===== src/rtl/bus_arbiter.sv =====
// bus_arbiter: two-requester (CPU/DMA) memory bus arbiter with burst-limited handover
// Ports:
//   clk, rst_n                      clock, asynchronous active-low reset
//   i_req0/1, i_rd0/1, i_wr0/1      per-requester request and access strobes
//   i_addr0/1, i_wdata0/1           per-requester address and write data
//   o_gnt0/1, o_ack0/1              registered grants, per-cycle access acknowledge
//   o_mem_rd/wr/addr/wdata          memory strobes, address and write data
//   i_mem_rdata, o_rdata            memory read data, shared read data to requesters
//   o_err                           sticky flag: granted requester asserted rd and wr together
// Optional feature: define ARB_ROUND_ROBIN_EN for round-robin tie-break in IDLE
// (default build always favours requester 0 on a tie).
module bus_arbiter #(
  parameter int AW        = 5,
  parameter int DW        = 8,
  parameter int MAX_BURST = 4
) (
  input  logic          clk,
  input  logic          rst_n,
  input  logic          i_req0,
  input  logic          i_req1,
  input  logic          i_rd0,
  input  logic          i_rd1,
  input  logic          i_wr0,
  input  logic          i_wr1,
  input  logic [AW-1:0] i_addr0,
  input  logic [AW-1:0] i_addr1,
  input  logic [DW-1:0] i_wdata0,
  input  logic [DW-1:0] i_wdata1,
  input  logic [DW-1:0] i_mem_rdata,
  output logic          o_gnt0,
  output logic          o_gnt1,
  output logic          o_ack0,
  output logic          o_ack1,
  output logic          o_mem_rd,
  output logic          o_mem_wr,
  output logic [AW-1:0] o_mem_addr,
  output logic [DW-1:0] o_mem_wdata,
  output logic [DW-1:0] o_rdata,
  output logic          o_err
);
  typedef enum logic [1:0] {IDLE, GNT0, GNT1} state_t;
  localparam logic [3:0] MB = 4'(MAX_BURST);
  state_t     r_state, w_next;
  logic [2:0] r_cnt, w_cnt_nxt;
  logic       r_err;
  logic       w_g0, w_g1, w_rd, w_wr, w_ack, w_hit, w_tie1;
  assign w_g0        = r_state == GNT0;
  assign w_g1        = r_state == GNT1;
  assign w_rd        = w_g0 ? i_rd0 : w_g1 ? i_rd1 : 1'b0;
  assign w_wr        = w_g0 ? i_wr0 : w_g1 ? i_wr1 : 1'b0;
  assign o_gnt0      = w_g0;
  assign o_gnt1      = w_g1;
  assign o_ack0      = w_g0 & (i_rd0 | i_wr0);
  assign o_ack1      = w_g1 & (i_rd1 | i_wr1);
  assign w_ack       = o_ack0 | o_ack1;
  // read wins when both strobes are raised; the clash is flagged in r_err
  assign o_mem_rd    = w_rd;
  assign o_mem_wr    = w_wr & ~w_rd;
  assign o_mem_addr  = w_g0 ? i_addr0 : w_g1 ? i_addr1 : '0;
  assign o_mem_wdata = w_g0 ? i_wdata0 : w_g1 ? i_wdata1 : '0;
  assign o_rdata     = i_mem_rdata;
  assign o_err       = r_err;
  // this acked access completes the burst allowance
  assign w_hit       = w_ack && (({1'b0, r_cnt} + 4'd1) >= MB);
`ifdef ARB_ROUND_ROBIN_EN
  logic r_last;
  assign w_tie1 = ~r_last;
  always_ff @(posedge clk or negedge rst_n)
    if (!rst_n) r_last <= 1'b1;
    else if (w_next != r_state && w_next != IDLE) r_last <= w_next == GNT1;
`else
  assign w_tie1 = 1'b0;
`endif
  always_comb begin
    w_next = r_state;
    case (r_state)
      IDLE:    w_next = (i_req0 & i_req1) ? (w_tie1 ? GNT1 : GNT0) : i_req0 ? GNT0 : i_req1 ? GNT1 : IDLE;
      GNT0:    w_next = !i_req0 ? IDLE : (w_hit & i_req1) ? GNT1 : GNT0;
      GNT1:    w_next = !i_req1 ? IDLE : (w_hit & i_req0) ? GNT0 : GNT1;
      default: w_next = IDLE;
    endcase
    w_cnt_nxt = (w_next != r_state) ? 3'd0 : (w_ack && {1'b0, r_cnt} < MB) ? r_cnt + 3'd1 : r_cnt;
  end
  always_ff @(posedge clk or negedge rst_n)
    if (!rst_n) begin
      r_state <= IDLE;
      r_cnt   <= 3'd0;
      r_err   <= 1'b0;
    end else begin
      r_state <= w_next;
      r_cnt   <= w_cnt_nxt;
      if (w_ack & w_rd & w_wr) r_err <= 1'b1;
    end
endmodule

===== config.mk =====
export PLATFORM = sky130hd
export DESIGN_NAME = bus_arbiter
export DESIGN_NICKNAME = d
export VERILOG_FILES = /design/src/rtl/bus_arbiter.sv
export SDC_FILE = /design/constraint.sdc
export NUM_CORES = 1
export LEC_CHECK = 0
export ABC_AREA = 0
export CORE_MARGIN = 2
export CORE_UTILIZATION = 25
export CTS_BUF_LIST = sky130_fd_sc_hd__clkbuf_2 sky130_fd_sc_hd__clkbuf_4 sky130_fd_sc_hd__clkbuf_8
export DETAILED_ROUTE_END_ITERATION = 7
export GPL_TIMING_DRIVEN = 0
export HOLD_SLACK_MARGIN = 0.05
export PLACE_DENSITY = 0.78
export SLEW_MARGIN = 20
export SYNTH_ARGS = -nofsm -noshare
export SYNTH_HDL_FRONTEND = slang
export SYNTH_SLANG_ARGS = --single-unit

===== constraint.sdc =====
create_clock -name clk -period 1.5 [get_ports clk]
set_clock_uncertainty 0.05 [all_clocks]
set_input_delay 0.375 -clock clk [delete_from_list [all_inputs] [get_ports clk]]
set_output_delay 0.375 -clock clk [all_outputs]
set_load 0.02 [all_outputs]

### After elaboration in Yosys (flattened, before gate mapping)

Index checks and enable logic that the tools add are counted.

| word-level totals | value |
|---|---|
| flip-flop bits (word level) | 6 |
| output and inout bits | 28 |
| word-level logic and storage cells | 44 |

| operators by class | value |
|---|---|
| add/sub/neg operators | 2 |
| order comparisons | 2 |
| eq/ne operators | 3 |
| mux-type cells | 18 |
| bitwise gates (word level) | 12 |
| reduce and logical (&&, ||, !) cells | 4 |

Operators with widths:

| kind | number |
|---|---|
| $mux 8 | 2 |
| $mux 2 | 7 |
| $mux 5 | 2 |
| $and 1x1->1 | 8 |
| $mux 3 | 2 |
| $pmux 2 s3 | 1 |
| $add 3x1->4 const B | 1 |
| $ge 4x3->1 const B | 1 |
| $mux 1 | 4 |
| $add 3x1->3 const B | 1 |
| $lt 3x3->1 const B | 1 |
| $or 1x1->1 | 3 |
| $eq 2x1->1 const B | 1 |
| $eq 2x2->1 const B | 1 |
| $logic_and 1x1->1 | 2 |
| $logic_not 2->1 | 1 |
| $ne 2x2->1 | 1 |
| $reduce_bool 2->1 | 1 |
| $not 1->1 | 1 |

### Depth between registers and ports, before layout

| depth | value |
|---|---|
| depth in word-level cells | 10 |
| mapped depth | 5 |
| mapped depth without buffers | 5 |

### Worst setup path after synthesis

Ideal clock, no wire load.

| path | value |
|---|---|
| path kind | register to output |
| start point | reg r_state[1] |
| end point | out o_mem_addr[2] |
| data arrival time | 1.461 ns |
| slack | -0.386 ns |
| cell stages (with the launch flop) | 5 |
| path buffers | 1 |
| cells stage by stage | dfrtp_1 -> nand2b_2 -> clkinv_1 -> buf_1 -> a22o_1 |

| on the way | value |
|---|---|
| elaborated cells on any way between the ends | 4 |
| classes of those cells | 2 x eq/ne; 2 x mux |

RTL lines:

| item | RTL line | RTL |
|---|---|---|
| from (decl) | 43 | `state_t r_state, w_next;` |
| from (signal assigned) | 90 | `r_state <= w_next;` |
| $eq 2x1->1 | 47 | `assign w_g0 = r_state == GNT0;` |
| net o_gnt0 | 30 | `output logic o_gnt0,` |
| $mux 5 | 59 | `assign o_mem_addr = w_g0 ? i_addr0 : w_g1 ? i_addr1 : '0;` |
| to (decl) | 36 | `output logic [AW-1:0] o_mem_addr,` |

The timed path passes the listed nets, and every way through them passes these cells.

### Worst setup path after layout

| path | value |
|---|---|
| start point | reg r_state[1] |
| end point | out o_mem_addr[2] |

| on the way | value |
|---|---|
| word-level cells in the longest chain between the ends | 3 |
| elaborated cells on any way between the ends | 4 |
| classes of those cells | 2 x eq/ne; 2 x mux |

RTL lines:

| item | RTL line | RTL |
|---|---|---|
| $eq 2x2->1 | 48 | `assign w_g1 = r_state == GNT1;` |
| $mux 5 | 59 |  |
| $mux 5 (*) | 59 |  |

Mark *: on every way between the ends. The rest lies on a longest branch, timed or not.

==> results.md <==
* Status: finished with violations
* Violated checks: setup timing
* GPL Wtd Cong at 0.786
* Leak at 0.700 nW
* DP Cell Count at 160
* Vias in the first global route at 789
* Crit-path cells: buf_6, nand2b_4, inv_8, buf_12, a22o_4, buf_6
* CTS tree: built
* Drt via density at 5.17
* GR Overflow Total at 0
* Site Rows at 17
* Crit start category: flip-flop
* Slew margin rel. at 76.3%
* # port buffers at 61
* Synthesized area at 613 µm²
* Worst-margin pin slew at 0.352 ns
* Final min period at 1.84 ns
* Crit path buf inv count at 4
* Layout cells sized above 1 at 47.9%
* Pre-CTS WS at -0.760 ns
* Post-synth EDFFs at 0
* Root Buffer: clkbuf_4
* Peak VDD IR at 0.505 mV
* Maxcap violations at 0
* Gate power share at 63.4%
* CP most frequent cell: buf_6
* Sink Count at 6
* Die ar. at 2860 µm²
* Core Area at 2280 µm²
* Largest net degree at the start of global routing at 11
* Post-route insts no fill at 174
* Worst Path Max Fanout at 10
* Critical path capture point type: output port
* Post-CTS Hold Fix Bufs at 0
* Seq/Total Area, Yosys at 24.5%
* Post-synth cell types at 31
* NetSw at 0.000306 W
* Average wire per standard cell at 15.4 µm
* Final Core Density at 71.5%
* Height of the die at 53.5 µm
* Clock power frac at 15.8%
* CTS Buf Count at 3
* H-Tree Depth at 1
* Hold WC Path Type: in -> async
* Final Max Slew Viols at 0
* Initial drt markers at 15
* Initial antenna violation count at 0
* Final HPWL DP at 1880 µm
* Top cells by count, synth: a22o_1 (13), buf_4 (8), nor2_1 (7), dfrtp_1 (6), o21ai_0 (4)
* Power per Cell Area at 553 nW/µm²
* Area share of the largest cell type after synthesis at 24.5%
* Final Worst Setup Slack at -0.343 ns
* Required time of the critical path at 1.07 ns
* Syn_area_per_cell at 8.64 µm²
* Fin nets at 191
* WL final at 2670 µm
* Ys Warns at 0
* ANT cells at 0
* Share of power burned in registers at 20.8%
* Cell taking the most area after synthesis: dfrtp_1
* Cell family contributing the most delay on the critical path: buffers and inverters
* Post-route DRC at 0
* Tcrit/Tclk final at 123%
* Initial Utilization at 26.9%
* Max stage delay on crit path at 0.39 ns
* Syn Nets at 114
* Cell count after synthesis at 71
* Leading post-synthesis cells by cell area: dfrtp_1 (24%), a22o_1 (19%), buf_4 (9.8%)
* Worst skew pair latency at 0.24 ns
* Die Wd at 53.5 µm
* Ys async rst share at 100%
* IO Count at 70
* Worst hold slack at 0.328 ns
* CP arrival at 1.42 ns
* DRT antenna net count at 0
* Detailed Routing Iterations Pass 1 at 4
* Top-count cell post-synth: a22o_1
* Setup Viol. Count Final at 23
* Total GRT Usage at 17.0%
* Internal cell power at 0.000593 W
* Synth Flop Type: dfrtp_1
* Peak Freq at 0.543 GHz
* Clock Path Buffers at 2
* Switch share at 34.0%
* Via count at 900
* RSZ-0062 raised after global routing: true
* Crit-path slowest cell: dfrtp_1
* FF+latch count, synth at 6
* Synthesis-to-finish area growth at 165%
* Crit path kind: reg -> out
* CTS clk-pin slew, worst paths at 0.05 ns
* First-pass GRT wire length at 3520 µm
* Final Hold Fails at 0
-- cell usage in the layout, fill, tap and decap left out, types with 2 or more instances in the layout --
cell type	Yosys	final
nand2b_4	1	2
a22oi_2	0	2
o21bai_1	2	2
nand2_1	2	2
a22o_1	13	4
a32oi_1	2	2
clkdlybuf4s50_1	0	36
o31a_1	2	2
buf_12	0	2
clkbuf_4	0	3
inv_8	0	2
buf_6	0	21
o21ai_0	4	4
nor2_4	0	5
dfrtp_1	6	5
a22o_4	0	9
nor2_1	7	2
buf_4	8	14
dlygate4sd2_1	0	6
o22a_4	1	2
-- logic make-up (layout without fill, tap and decap cells) --
group	count (synthesis)	count (layout)	synth area share [%]
AO/OA/AOI/OAI	33	34	44.7
adder cells (fa/ha/maj)	1	1	2.04
buffers and inverters	15	89	14.1
flip-flops	6	6	24.5
AND/OR/NAND/NOR	16	16	14.7
-- flip-flops by register name (all words and copies together), names as in the netlist --
signal	count
r_cnt	3
r_state	2
o_err	1
-- routing by layer --
metal / track usage, % / share of wire [%]
met1: 16.7 / 33
met2: 34.2 / 54
met3: 5.08 / 13
met4: 3.85 / 0.22
met5: 0 / 0
-- metrics by stage --
step           power [W]  instance area (µm²)  TNS (ns)
2_1_floorplan   0.000427                  734  -0.00389
3_3_place_gp    0.000653                 1380    -12.07
3_5_place_dp    0.000661                 1380    -12.42
4_1_cts         0.000844                 1500     -5.67
5_1_grt         0.000952                 1630     -6.69
6_report        0.000899                 1630     -5.44
-- path summary, 6_finish.rpt --
check                      slack, ns  depth (start not counted)              endpoint            startpoint
max                            -0.34                          6         o_mem_addr[2]  r_state[1]$_DFF_PN0_
min                             0.33                          1  r_cnt[2]$_DFFE_PN0P_                 rst_n
max reg2reg                    -0.18                          5  r_state[1]$_DFF_PN0_  r_state[0]$_DFF_PN0_
min reg2reg                     0.45                          1     o_err$_DFFE_PN0P_     o_err$_DFFE_PN0P_
max in group asynchronous       0.82                          1  r_state[0]$_DFF_PN0_                 rst_n
min in group clk                0.45                          1     o_err$_DFFE_PN0P_     o_err$_DFFE_PN0P_
-- layout make-up --
cell class | instances | area (µm²)
flip-flops and latches | 6 | 151
inverters | 4 | 30.0
repair buffers | 72 | 739
fillers | 165 | 649
well taps | 28 | 35.0
clock buffers | 3 | 22.5
plain buffers | 10 | 100
multi-input cells | 51 | 548
-- repair_timing --
item | in CTS | in global routing
cloned | 1 | 1
endpoints found under the setup margin | 25 | 24
resized for setup | 122 | 21
buffers inserted | 6 | 4
pin swaps | 10 | 8
-- power by group through the flow --
stage                     registers, W  clock network [W]  logic [W]
final                         0.000187           0.000142   0.000569
after global routing          0.000187           0.000165   0.000600
after CTS                     0.000185           0.000149   0.000510
after detailed placement      0.000189                  0   0.000472
after global placement        0.000188                  0   0.000465
after floorplan               0.000193                  0   0.000234
No activity file was read; power rests on OpenSTA's default activity.
